File: src/rtl/core_mem_seq_pkg.sv
// Shared types and constants for the core/memory sequencer: state encoding,
// the default NOP instruction and the wait-counter sizing helper.
`timescale 1ns/1ps
package core_mem_seq_pkg;

  typedef enum logic [2:0] {
    ST_IDLE   = 3'd0,
    ST_FETCH  = 3'd1,
    ST_DECODE = 3'd2,
    ST_DATA   = 3'd3,
    ST_STEP   = 3'd4,
    ST_FAULT  = 3'd5
  } seq_state_e;

  // addi x0, x0, 0
  localparam logic [31:0] NOP_INSTR_DEFAULT = 32'h0000_0013;

  // The counter must be able to hold the value TIMEOUT_CYCLES itself.
  function automatic int wait_cnt_width(input int timeout_cycles);
    return $clog2(timeout_cycles + 1);
  endfunction

endpackage

File: src/rtl/core_mem_sequencer_if.sv
// Request/ack bus between the sequencer (master) and the unified memory (slave).
`timescale 1ns/1ps
interface core_mem_sequencer_if;
  logic        mem_req;
  logic        mem_we;
  logic [31:0] mem_addr;
  logic [31:0] mem_wdata;
  logic [31:0] mem_rdata;
  logic        mem_ack;

  modport master (
    output mem_req, mem_we, mem_addr, mem_wdata,
    input  mem_rdata, mem_ack
  );

  modport slave (
    input  mem_req, mem_we, mem_addr, mem_wdata,
    output mem_rdata, mem_ack
  );
endinterface

File: src/rtl/mem_req_timer.sv
// Wait counter for one outstanding memory request; flags timeout when the
// request has gone TIMEOUT_CYCLES cycles without an ack.
`timescale 1ns/1ps
module mem_req_timer
  import core_mem_seq_pkg::*;
#(
  parameter int TIMEOUT_CYCLES = 16
) (
  input  logic clk,
  input  logic reset,
  input  logic start,
  input  logic ack,
  output logic timeout
);

  localparam int              CW       = wait_cnt_width(TIMEOUT_CYCLES);
  localparam logic [CW-1:0]   CNT_LAST = CW'(TIMEOUT_CYCLES - 1);
  localparam logic [CW-1:0]   CNT_MAX  = CW'(TIMEOUT_CYCLES);

  logic [CW-1:0] count;
  logic          running;

  // Fires during the last permitted cycle so the owner leaves on that edge.
  assign timeout = running && !ack && (count == CNT_LAST);

  // NOTE: sequential state is updated only with non-blocking assignments so
  // every register samples pre-edge values regardless of process ordering.
  always_ff @(posedge clk or negedge reset) begin
    if (!reset) begin
      count   <= '0;
      running <= 1'b0;
    end else if (start) begin
      count   <= '0;
      running <= 1'b1;
    end else if (running) begin
      if (ack || timeout) begin
        running <= 1'b0;
      end else if (count != CNT_MAX) begin
        count <= count + 1'b1;
      end
    end
  end

endmodule

File: src/rtl/core_mem_sequencer.sv
// Multi-cycle fetch/decode/data/step sequencer sharing one variable-latency
// memory between instruction fetch and load/store of a single-cycle core.
`timescale 1ns/1ps
module core_mem_sequencer
  import core_mem_seq_pkg::*;
#(
  parameter int          TIMEOUT_CYCLES = 16,
  parameter logic [31:0] NOP_INSTR      = NOP_INSTR_DEFAULT
) (
  input  logic                        clk,
  input  logic                        reset,
  input  logic                        halt,
  input  logic [31:0]                 core_instr_addr,
  input  logic [31:0]                 core_data_addr,
  input  logic                        core_should_read_mem,
  input  logic                        core_should_write_mem,
  input  logic [31:0]                 core_mem_write_data,
  output logic [31:0]                 instr,
  output logic [31:0]                 mem_read_data,
  output logic                        core_step,
  core_mem_sequencer_if.master        mem,
  output logic                        busy,
  output logic                        bus_error,
  output logic [31:0]                 retired_count
);

  seq_state_e  state_q, state_d;

  logic        req_q, req_d;
  logic        we_q, we_d;
  logic [31:0] addr_q, addr_d;
  logic [31:0] wdata_q, wdata_d;
  logic [31:0] instr_d, rdata_d;
  logic        step_d, busy_d, err_d;
  logic        timer_start, timeout;

  assign mem.mem_req   = req_q;
  assign mem.mem_we    = we_q;
  assign mem.mem_addr  = addr_q;
  assign mem.mem_wdata = wdata_q;

  mem_req_timer #(
    .TIMEOUT_CYCLES (TIMEOUT_CYCLES)
  ) u_timer (
    .clk     (clk),
    .reset   (reset),
    .start   (timer_start),
    .ack     (mem.mem_ack && req_q),
    .timeout (timeout)
  );

  always_ff @(posedge clk or negedge reset) begin
    if (!reset) state_q <= ST_IDLE;
    else        state_q <= state_d;
  end

  // NOTE: every signal assigned here gets a default first; a path that left
  // one unassigned would infer a latch.
  always_comb begin
    state_d     = state_q;
    req_d       = req_q;
    we_d        = we_q;
    addr_d      = addr_q;
    wdata_d     = wdata_q;
    instr_d     = instr;
    rdata_d     = mem_read_data;
    err_d       = bus_error;
    step_d      = 1'b0;
    timer_start = 1'b0;

    unique case (state_q)
      ST_IDLE:   if (!halt) state_d = ST_FETCH;
      ST_FETCH: begin
        if (mem.mem_ack) begin
          instr_d = mem.mem_rdata;
          req_d   = 1'b0;
          state_d = ST_DECODE;
        end else if (timeout) begin
          state_d = ST_FAULT;
        end
      end
      ST_DECODE: begin
        if (core_should_read_mem && core_should_write_mem) begin
          state_d = ST_FAULT;
        end else if (core_should_read_mem || core_should_write_mem) begin
          state_d     = ST_DATA;
          req_d       = 1'b1;
          we_d        = core_should_write_mem;
          addr_d      = core_data_addr;
          wdata_d     = core_mem_write_data;
          timer_start = 1'b1;
        end else begin
          state_d = ST_STEP;
        end
      end
      ST_DATA: begin
        if (mem.mem_ack) begin
          if (!we_q) rdata_d = mem.mem_rdata;
          req_d   = 1'b0;
          state_d = ST_STEP;
        end else if (timeout) begin
          state_d = ST_FAULT;
        end
      end
      ST_STEP:   state_d = halt ? ST_IDLE : ST_FETCH;
      ST_FAULT:  state_d = ST_FAULT;
      default:   state_d = ST_FAULT;
    endcase

    // Entry actions shared by the IDLE and STEP paths into FETCH.
    if (state_d == ST_FETCH && state_q != ST_FETCH) begin
      req_d       = 1'b1;
      we_d        = 1'b0;
      addr_d      = core_instr_addr;
      timer_start = 1'b1;
    end
    if (state_d == ST_STEP) step_d = 1'b1;
    if (state_d == ST_FAULT) begin
      req_d = 1'b0;
      err_d = 1'b1;
    end
    busy_d = !(state_d inside {ST_IDLE, ST_FAULT});
  end

  // Outputs are registered from next-state values so they line up with state_q.
  always_ff @(posedge clk or negedge reset) begin
    if (!reset) begin
      req_q         <= 1'b0;
      we_q          <= 1'b0;
      addr_q        <= '0;
      wdata_q       <= '0;
      instr         <= NOP_INSTR;
      mem_read_data <= '0;
      core_step     <= 1'b0;
      busy          <= 1'b0;
      bus_error     <= 1'b0;
      retired_count <= '0;
    end else begin
      req_q         <= req_d;
      we_q          <= we_d;
      addr_q        <= addr_d;
      wdata_q       <= wdata_d;
      instr         <= instr_d;
      mem_read_data <= rdata_d;
      core_step     <= step_d;
      busy          <= busy_d;
      bus_error     <= err_d;
      if (step_d) retired_count <= retired_count + 32'd1;
    end
  end

endmodule

File: src/flat_wrapper.sv
// flat-port wrapper written by rule: the top's interface ports become plain ports
module core_mem_sequencer_flat import core_mem_seq_pkg::*;
#(
  parameter int          TIMEOUT_CYCLES = 16,
  parameter logic [31:0] NOP_INSTR      = NOP_INSTR_DEFAULT
)
  (clk, reset, halt, core_instr_addr, core_data_addr, core_should_read_mem, core_should_write_mem, core_mem_write_data, instr, mem_read_data, core_step, busy, bus_error, retired_count, mem_mem_req, mem_mem_we, mem_mem_addr, mem_mem_wdata, mem_mem_rdata, mem_mem_ack);
  core_mem_sequencer_if mem_i ();
  input  logic clk;
  input  logic reset;
  input  logic halt;
  input  logic [31:0] core_instr_addr;
  input  logic [31:0] core_data_addr;
  input  logic core_should_read_mem;
  input  logic core_should_write_mem;
  input  logic [31:0] core_mem_write_data;
  output logic [31:0] instr;
  output logic [31:0] mem_read_data;
  output logic core_step;
  output logic busy;
  output logic bus_error;
  output logic [31:0] retired_count;
  output wire logic [$bits(mem_i.mem_req)-1:0] mem_mem_req;
  output wire logic [$bits(mem_i.mem_we)-1:0] mem_mem_we;
  output wire logic [$bits(mem_i.mem_addr)-1:0] mem_mem_addr;
  output wire logic [$bits(mem_i.mem_wdata)-1:0] mem_mem_wdata;
  input wire logic [$bits(mem_i.mem_rdata)-1:0] mem_mem_rdata;
  input wire logic [$bits(mem_i.mem_ack)-1:0] mem_mem_ack;
  assign mem_mem_req = mem_i.mem_req;
  assign mem_mem_we = mem_i.mem_we;
  assign mem_mem_addr = mem_i.mem_addr;
  assign mem_mem_wdata = mem_i.mem_wdata;
  assign mem_i.mem_rdata = mem_mem_rdata;
  assign mem_i.mem_ack = mem_mem_ack;
  core_mem_sequencer #(.TIMEOUT_CYCLES(TIMEOUT_CYCLES), .NOP_INSTR(NOP_INSTR)) u_core (.clk(clk), .reset(reset), .halt(halt), .core_instr_addr(core_instr_addr), .core_data_addr(core_data_addr), .core_should_read_mem(core_should_read_mem), .core_should_write_mem(core_should_write_mem), .core_mem_write_data(core_mem_write_data), .instr(instr), .mem_read_data(mem_read_data), .core_step(core_step), .mem(mem_i), .busy(busy), .bus_error(bus_error), .retired_count(retired_count));
endmodule
File: config.mk
export PLATFORM = sky130hd
export DESIGN_NAME = core_mem_sequencer_flat
export DESIGN_NICKNAME = d
export VERILOG_FILES = /design/src/rtl/core_mem_seq_pkg.sv /design/src/rtl/core_mem_sequencer_if.sv /design/src/rtl/mem_req_timer.sv /design/src/rtl/core_mem_sequencer.sv /design/src/flat_wrapper.sv
export SDC_FILE = /design/constraint.sdc
export NUM_CORES = 1
export LEC_CHECK = 0
export CAP_MARGIN = 20
export CORE_ASPECT_RATIO = 0.75
export CORE_MARGIN = 2
export CORE_UTILIZATION = 43
export DETAILED_ROUTE_END_ITERATION = 8
export HOLD_SLACK_MARGIN = 0.05
export PLACE_DENSITY_LB_ADDON = 0.12
export SYNTH_ARGS = -nofsm -noshare
export SYNTH_HDL_FRONTEND = slang
export SYNTH_SLANG_ARGS = --single-unit
export TNS_END_PERCENT = 20
File: constraint.sdc
create_clock -name clk -period 2.4 [get_ports clk]
set_input_delay 0.48 -clock clk [delete_from_list [all_inputs] [get_ports clk]]
set_output_delay 0.48 -clock clk [all_outputs]
set_load 0.1 [all_outputs]
==> Yosys cells after proc, flatten, opt, wreduce, memory -nomap -nowiden <==
Index checks and enable logic that the tools add are counted.
{ "word_totals": {"ff_bits": 174, "inputBits": 134, "out_inout_bits": 165, "wordCells": 90} }
{ "classes": {"add_sub_neg": 2, "eq_ne": 15, "mux": 34, "bitwise": 2, "n_reduce_logical": 24} }
{ "ops": {"columns": ["operator", "n"], "rows": [
  ["two-way mux 32 bit", 4],
  ["adder 32 x 1 -> 32 bit (second input constant)", 1],
  ["two-way mux 5 bit", 4],
  ["two-way mux 1 bit", 18],
  ["two-way mux 3 bit", 6],
  ["one-hot mux 3 bit (5 select lines)", 1],
  ["AND reduction 3 bit", 4],
  ["nonzero test 2 bit", 5],
  ["== test 3 bit (second input constant)", 3],
  ["inequality test 4 x 1 -> 1 bit (second input constant)", 2],
  ["== test 3 x 1 -> 1 bit (second input constant)", 2],
  ["== test 3 x 2 -> 1 bit (second input constant)", 2],
  ["zero test 3 bit", 2],
  ["adder 5 x 1 -> 5 bit (second input constant)", 1],
  ["== test 5 x 4 -> 1 bit (second input constant)", 1],
  ["logical AND 1 bit", 5],
  ["inequality test 5 bit (second input constant)", 1],
  ["inequality test 4 bit (second input constant)", 1],
  ["AND reduction 4 bit", 1],
  ["nonzero test 4 bit", 1],
  ["inequality test 3 x 1 -> 1 bit (second input constant)", 1],
  ["zero test 1 bit", 2],
  ["logical OR 1 bit", 2],
  ["inequality test 2 x 1 -> 1 bit (second input constant)", 1],
  ["5 further kinds", 6]
]} }

==> Depth between registers and ports, before layout <==
Gate-level depths: netlist (run 1).
{ "logic_depth": {"ltp_word": 12, "depth_mapped": 9, "depth_no_buf": 8} }

==> Cells and area by module <==
A second synthesis (run 1) with hierarchy kept.
{ "unflattened": {"hier_cells": 555, "area_unflattened_um2": 7244.4} }
{ "modules_own_cells": {"columns": ["mod", "n_inst", "cells_each", "area_each_um2", "seq_area_each_um2"], "rows": [
  ["core_mem_sequencer", 1, 520, 6872.8, 4207.8],
  ["mem_req_timer", 1, 35, 371.6, 150.1]
]} }

==> Worst setup path after synthesis (run 1) <==
Ideal clock, no wire load.
{ "synth_timing": {"kind": "register -> register", "start": "register u_core.retired_count[16]", "end": "register u_core.retired_count[23]", "arrival_time_ns": 2.165, "t_required_ns": 2.237, "setup_slack_ns": 0.073, "path_stages_with_launch": 6, "n_path_buf": 0, "synth_period_minus_slack_ns": 2.327, "cell_sequence": "dfrtp_1 -> nand2_2 -> or2_1 -> or3_1 -> nor3_1 -> xor2_1"} }
{ "synth_between": {"elab_chain_len": 1} }
{ "synth_lines": {"columns": ["element", "line", "rtl"], "rows": [
  ["start, declared", "core_mem_sequencer.sv:24", "output logic [31:0] retired_count"],
  ["start signal, assigned", "core_mem_sequencer.sv:148", "if (step_d) retired_count <= retired_count + 32'd1;"],
  ["adder 32 x 1 -> 32 bit", "core_mem_sequencer.sv:148", null]
]} }
Every way passes these cells.
A chain may end at the register's enable or synchronous reset.

==> Worst setup path after layout (run 1) <==
{ "layout_timing": {"start": "register u_core.u_timer.count[1]", "end": "register u_core.retired_count[28]"} }
{ "layout_between": {"elab_chain_len": 7, "elab_cells_between_ends": 8, "cone_classes": "eq/ne: 2; mux: 5; reduce/logical: 1"} }
{ "layout_lines": {"columns": ["element", "line", "rtl"], "rows": [
  ["start, declared", "mem_req_timer.sv:20", "logic [CW-1:0] count;"],
  ["start signal, assigned", "mem_req_timer.sv:39", "count <= count + 1'b1;"],
  ["== test 5 x 4 -> 1 bit *", "mem_req_timer.sv:24", "assign timeout = running && !ack && (count == CNT_LAST);"],
  ["logical AND 1 bit *", "mem_req_timer.sv:24", null],
  ["two-way mux 3 bit *", "core_mem_sequencer.sv:78, core_mem_sequencer.sv:101", null],
  ["two-way mux 3 bit (on tied branches)", "core_mem_sequencer.sv:97, core_mem_sequencer.sv:74", null],
  ["one-hot mux 3 bit (5 select lines) *", "core_mem_sequencer.sv:71", "unique case (state_q)"],
  ["== test 3 bit *", "core_mem_sequencer.sv:117", "if (state_d == ST_STEP) step_d = 1'b1;"],
  ["two-way mux 1 bit *", "core_mem_sequencer.sv:117", null]
]} }
Every way passes the cells marked *; elsewhere a longest branch is shown, timed or not.

==> results.md, run 1 <==
* Slew @ Worst Pin at ~0.59 ns
* # DRC at 0
* Clock latency on the worst-skew pair at ~0.42 ns
* Post-synth net total at 700
* Sum of buffers and inverters on the critical path at 0
* Clock sink count at around 170
* TritonCTS Buffers at 17
* CTS tree: built
* Final setup vio count at 0
* YS warnings at 0
* Worst-path clk slew at 0.07 ns
* Cell family with most CP delay: simple AND/OR/NAND/NOR gates
* Antenna Cells at 0
* Synthesized area at 7250 µm²
* Endpoint class of the critical path: flop
* Hold endpoint: u_core.mem.mem_addr[28]
* Routability Congestion at 0.848
* Sequential share of the synthesized area at roughly 60%
* H-Tree Depth at 4
* M3 GR Usage at under 10%
* Syn Area/Cell at about 13 µm²
* Routed len/inst at 17.8 µm
* Hold path cells at 2
* Vias per cell at 5.03
* Initial Util at 43.5%
* Commonest non-fill, non-tap cell in the layout: buf_4
* R2r setup slk at 0.21 ns
* Vias in the first global route at a little under 6000
* Slowest stage delay, CP at ~0.39 ns
* Worst reg-to-reg path cell count at 8
* Status: completed
* Detailed-route via count at approximately 5600
* Seq cells post-synth at between 150 and 200
* Die Y-Extent at 116 µm
* GR Util met2 at 39.2%
* Worst Path Required at 2.74 ns
* Grt met1 use at a little over a quarter
* Slew HR at approximately three fifths
* Critical path cell sequence: ha_1 -> and3_1 -> ha_1 -> nand3b_1 -> and3_1 -> nand3b_4 -> nor4_4 -> xor2_1
* Routed Antenna Nets at 0
* Layout Skew at 0.0116 ns
* Setup Buffers After CTS at 0
* First-pass GRT wire length at between 30 and 40 mm
* Layout cell share with drive strength beyond 1 at between 30% and 40%
* Area share of the largest cell type after synthesis at between 50% and 60%
* Max Cap Viol at 0
* Post-synth top flop: dfrtp_1
* Dominant cell type by area after synthesis: dfrtp_1
* Critical hold path startpoint: u_core.mem.mem_addr[28]
* Overflow after GRT at 0
* Global Route Usage Sum at 22.3%
* Ratio of final minimum period to clock period at about 91%
* Count of distinct cell types in the synthesized netlist at 43
* IO Pins at about 300
* Root Buffer: clkbuf_16
* IO Port Bufs at slightly below 300
* Top area cells in the synthesized netlist: dfrtp_1 59%, mux2_2 15%, nand2_1 4.3%
* Total die area at 17900 µm²
* Critical-path top delay cell: dfrtp_1
* R2R Path End: u_core.retired_count[28]
* Drt first-iter violations at roughly 310
* Rows at a little over 40
* Most Used Layer, Global Route: met2
* Fin. Hold Viols at 0
* Hold Crit Class: reg2reg
* Critical path fanouts, max at 12
* Fin nets at 1022
* Critical path data arrival time at 2.53 ns
* Post-Syn Instances at between 500 and 600
* Initial antenna violation count at 0
* Post-synth EDFFs at 0
* Largest net degree at the start of global routing at 60
* DIE WIDTH at approximately 150 µm
* Reg-to-reg startpoint: u_core.u_timer.count[1]
* Deepest clock path buffer count at 2
* Slew Limit Fails at 0
* Most frequent cells in the layout: 188 x buf_4, 171 x dfrtp_1, 132 x clkdlybuf4s50_1, 97 x mux2_2, 83 x nand2_1
* CP startpoint kind: flop
* WL final at roughly 20 mm
* Router iterations before antenna repair at 4
* Area Growth Syn to Fin at 49.7%
* Critical path type: reg2reg
* Upper clock frequency limit at between 0.4 and 0.5 GHz
* CORE AREA at between 15000 and 20000 µm²
* Final Critical Period at roughly 2.2 ns
* DP HPWL at approximately 15 mm
* Fin util at between 60% and 70%
* FFs w/ async S/R, synth at between 90% and 100%
==> logic make-up (layout without fill, tap and decap cells) <==
group | Yosys count | after routing | synth area share [%]
flops | 174 | 174 | 60.1
mux | 101 | 101 | 15.7
compound gates | 41 | 41 | 4.32
simple gates | 167 | 167 | 12.1
buf+inv | 35 | 370 | 2.52
fa+ha+maj | 7 | 7 | 1.21
xor+xnor | 34 | 34 | 4.11
==> sequential cells by signal, summed over array words and instances (netlist names) <==
name / count
u_core.instr: 32
u_core.mem.mem_addr: 32
u_core.core_step: 1
u_core.state_q: 3
u_core.mem.mem_wdata: 32
u_core.mem.mem_we: 1
u_core.u_timer.count: 5
u_core.retired_count: 32
u_core.u_timer.running: 1
u_core.mem.mem_req: 1
u_core.mem_read_data: 32
u_core.busy: 1
u_core.bus_error: 1
==> worst min-delay path: stages (launching register included) <==
cell	delay [ns]
dfrtp_1	0.34
nand2_1	0.05
nand2_1	0.05
==> worst max path at each step <==
stage	from	to	slack [ns]	cells after the start
final	u_core.u_timer.count[1]	u_core.retired_count[28]	0.21	8
after global routing	u_core.u_timer.count[1]	u_core.retired_count[28]	-0.006	8
after CTS	u_core.u_timer.count[1]	u_core.retired_count[28]	0.17	8
after detailed placement	core_should_read_mem	u_core.mem.mem_wdata[8]	-0.23	7
after global placement	core_should_read_mem	u_core.mem.mem_wdata[17]	-0.16	7
after floorplan	u_core.retired_count[16]	u_core.retired_count[23]	0.07	5
==> Yosys cell counts, types with 5 or more instances <==
cell        n
buf_2      12
a21oi_1     5
nand3_1     8
ha_1        7
dfrtp_1   171
nand4_1     9
nor2_1     20
and3_1      6
clkbuf_1    6
xor2_1     26
nand2_1    83
mux2_2     97
nor3_1     14
xnor2_1     8
inv_1      10
a22oi_1    32
==> stage by stage <==
stage	hold WS (ns)	TNS [ns]	setup WS (ns)	instances	cell area, µm²
final	0.481	0	0.207	1109	10900
after global routing	0.497	-0.00644	-0.00644	1109	10900
after CTS	0.483	0	0.168	1109	10800
after detailed placement	0.467	-11.62	-0.232	1076	10200
after global placement	0.459	-7.79	-0.160	1076	10200
after floorplan	0.184	0	0.0726	559	7250
==> area by class of cell <==
class / instances / area [µm²]
inverters: 11 / 43.8
fillers: 1289 / 5820
flip-flops and latches: 174 / 4360
repair buffers: 327 / 2850
clock buffers: 18 / 429
well taps: 215 / 269
multi-input cells: 350 / 2750
clock inverters: 14 / 151
==> layer usage <==
layer | share of wire (%) | vias to the layer above
li1 | - | 2585
met3 | 6.7 | 25
met2 | 51 | 202
met1 | 41 | 2771
met5 | 0 | -
met4 | 1.6 | 0
==> repair_timing <==
action,in CTS,in global routing
hold buffers,1,0
hold endpoints to repair,5,0
resized for setup,0,2
setup endpoints to repair,0,1
Power of run 1 is not shown: default switching activity piles up to over one toggle a cycle in this logic, so the estimate is an artifact.
==> run 2: changes to the inputs <==
--- a/config.mk
+++ b/config.mk
@@ -9,6 +9,7 @@
 export CORE_ASPECT_RATIO = 0.75
 export CORE_MARGIN = 2
 export CORE_UTILIZATION = 43
+export CTS_CLUSTER_DIAMETER = 120
 export DETAILED_ROUTE_END_ITERATION = 8
 export HOLD_SLACK_MARGIN = 0.05
 export PLACE_DENSITY_LB_ADDON = 0.12
==> results of run 2 <==
No change in the layout: final DEF, timing and power equal those of run 1.
Power of run 2 is left out for the same reason.
==> run 3: changes to the inputs <==
--- a/config.mk
+++ b/config.mk
@@ -12,7 +12,7 @@
 export CTS_CLUSTER_DIAMETER = 120
 export DETAILED_ROUTE_END_ITERATION = 8
 export HOLD_SLACK_MARGIN = 0.05
-export PLACE_DENSITY_LB_ADDON = 0.12
+export PLACE_DENSITY = 0.82
 export SYNTH_ARGS = -nofsm -noshare
 export SYNTH_HDL_FRONTEND = slang
 export SYNTH_SLANG_ARGS = --single-unit
==> run 3 against run 2 <==
  * Critical path depth rose by 1
  * Sequential share of layout area down 0.21 points
  * Final cell count rose by 0.27%
  * Clock skew shrank 0.0051 ns
  * Count of clock-buffer cells in the layout grew 3
  * Fmax up 0.61%
  * Non-clock buffer count rose by 3
  * Critical endpoint is now u_core.retired_count[14]
  * Core utilization increased by 0.34 points
  * Design area up 0.52%
  * Largest cell class unchanged
  * First-iteration DRC count decreased by 21%
  * Register-to-register slack about the same
==> results.md, run 3 (synthesized netlist as in run 1, its figures left out) <==
* Status: completed
* WHS at 0.475 ns
* Layout Cell Area excl Fill at between 10000 and 15000 µm²
* Final setup TNS at 0 ns
* Routed Antenna Nets at 0
* DP HPWL at between 10 and 15 mm
* Register area at roughly 4400 µm²
* First-pass GRT wire length at about 30 mm
* Rows at 41
* Post-CTS resize count at 0
* DP Area at 10300 µm²
* Commonest non-fill, non-tap cell in the layout: buf_4
* Fin. Hold Viols at 0
* Critical path fanouts, max at 6
* Root Buffer: clkbuf_16
* Routability Congestion at ~0.82
* Worst-path clk slew at approximately 0.06 ns
* M3 GR Usage at under 10%
* Overflow after GRT at 0
* Worst Path Required at between 2 and 3 ns
* IO Port Bufs at 298
* # DRC at 0
* Critical path data arrival time at ~2.5 ns
* Setup Buffers After CTS at 0
* CTS tree: built
* Vias per cell at 4.92
* Slowest stage delay, CP at 0.39 ns
* Largest net degree at the start of global routing at 63
* Detailed-route via count at approximately 5500
* Global Route Usage Sum at around a fifth
* Area Growth Syn to Fin at 50.5%
* Critical-path top delay cell: dfrtp_1
* Fin nets at 1025
* Max Cap Viol at 0
* Total die area at 17900 µm²
* Die Y-Extent at 116 µm
* Layout cell share with drive strength beyond 1 at 38.8%
* Deepest clock path buffer count at 2
* IO Pins at ~300
* Post-Place Cells at 1079
* CP startpoint kind: flop
* Most frequent cells in the layout: 188 x buf_4, 171 x dfrtp_1, 132 x clkdlybuf4s50_1, 97 x mux2_2, 83 x nand2_1
* # fillers at between 1000 and 1500
* Final setup vio count at 0
* TritonCTS Buffers at 17
* Initial Util at 43.5%
* Slew Limit Fails at 0
* Multi-input logic area at ~2700 µm²
* Slew HR at around 67%
* Antenna Cells at 0
* Upper clock frequency limit at approximately 0.46 GHz
* Grt met1 use at a little over a quarter
* Critical path cell sequence: ha_1 -> and3_1 -> ha_1 -> nand3b_1 -> and3_1 -> nand3b_4 -> buf_4 -> nor3_1 -> xor2_1
* GR Util met2 at 35.6%
* Clock latency on the worst-skew pair at 0.42 ns
* Most Used Layer, Global Route: met2
* Hold Crit Class: reg2reg
* CORE AREA at 16700 µm²
* RSZ-0062 raised after global routing: no
* Drt first-iter violations at 248
* Initial antenna violation count at 0
* H-Tree Depth at 4
* WL final at 18.5 mm
* Endpoint class of the critical path: flop
* Final Critical Period at between 2 and 2.5 ns
* Ratio of final minimum period to clock period at approximately nine tenths
* Router iterations before antenna repair at 4
* Clock sink count at between 150 and 200
* Routed len/inst at approximately 17 µm
* Vias in the first global route at ~5600
* Layout Skew at 0.00648 ns
* DIE WIDTH at 154 µm
* Slew @ Worst Pin at just under 0.5 ns
* Final non-filler cell total at 1112
* Critical path type: reg2reg
-- run 3: critical path, delay by kind of cell (launching register included) --
kind / cells / cell delay [ns]
XOR/XNOR: 1 / 0.16
adder cells (fa/ha/maj): 2 / 0.37
buffers and inverters: 1 / 0.19
flip-flops: 1 / 0.39
AND/OR/NAND/NOR: 5 / 1.00
-- run 3: path summary, 6_finish.rpt --
check | end | start | depth (start not counted) | slack, ns
setup / recovery | u_core.retired_count[14] | u_core.u_timer.count[1] | 9 | 0.22
hold / removal | u_core.mem.mem_addr[12] | u_core.mem.mem_addr[12] | 2 | 0.48
setup reg to reg | u_core.retired_count[14] | u_core.u_timer.count[1] | 9 | 0.22
hold reg to reg | u_core.mem.mem_addr[12] | u_core.mem.mem_addr[12] | 2 | 0.48
max in group asynchronous | u_core.instr[1] | reset | 3 | 1.22
min in group asynchronous | u_core.instr[28] | reset | 2 | 0.51
-- run 3: per-layer routing --
metal,vias up,share of wire (%)
li1,2584,-
met1,2648,44
met2,205,48
met3,32,6.2
met4,0,2.4
met5,-,0
-- run 3: final cells by class --
| cell class | instances | share of cell area, % |
|---|---|---|
| Sequential cell | 174 | 40.0 |
| Tap cell | 215 | 2.47 |
| Clock inverter | 11 | 1.20 |
| Clock buffer | 21 | 4.22 |
| Multi-Input combinational cell | 350 | 25.0 |
| Inverter | 11 | 0.402 |
| Timing Repair Buffer | 330 | 26.7 |
-- run 3: what timing repair did --
item / in CTS / in global routing
setup endpoints to repair: 0 / 0
endpoints found under the hold margin: 30 / 0
hold buffers: 1 / 0
-- run 3: stage by stage --
step                      utilization (%)  setup slack [ns]
after floorplan                         -            0.0726
after global placement               61.8            -0.122
after detailed placement             61.8            -0.157
after CTS                            65.4             0.216
after global routing                 65.4            0.0836
final                                65.4             0.220
Power of run 3 is left out for the same reason.
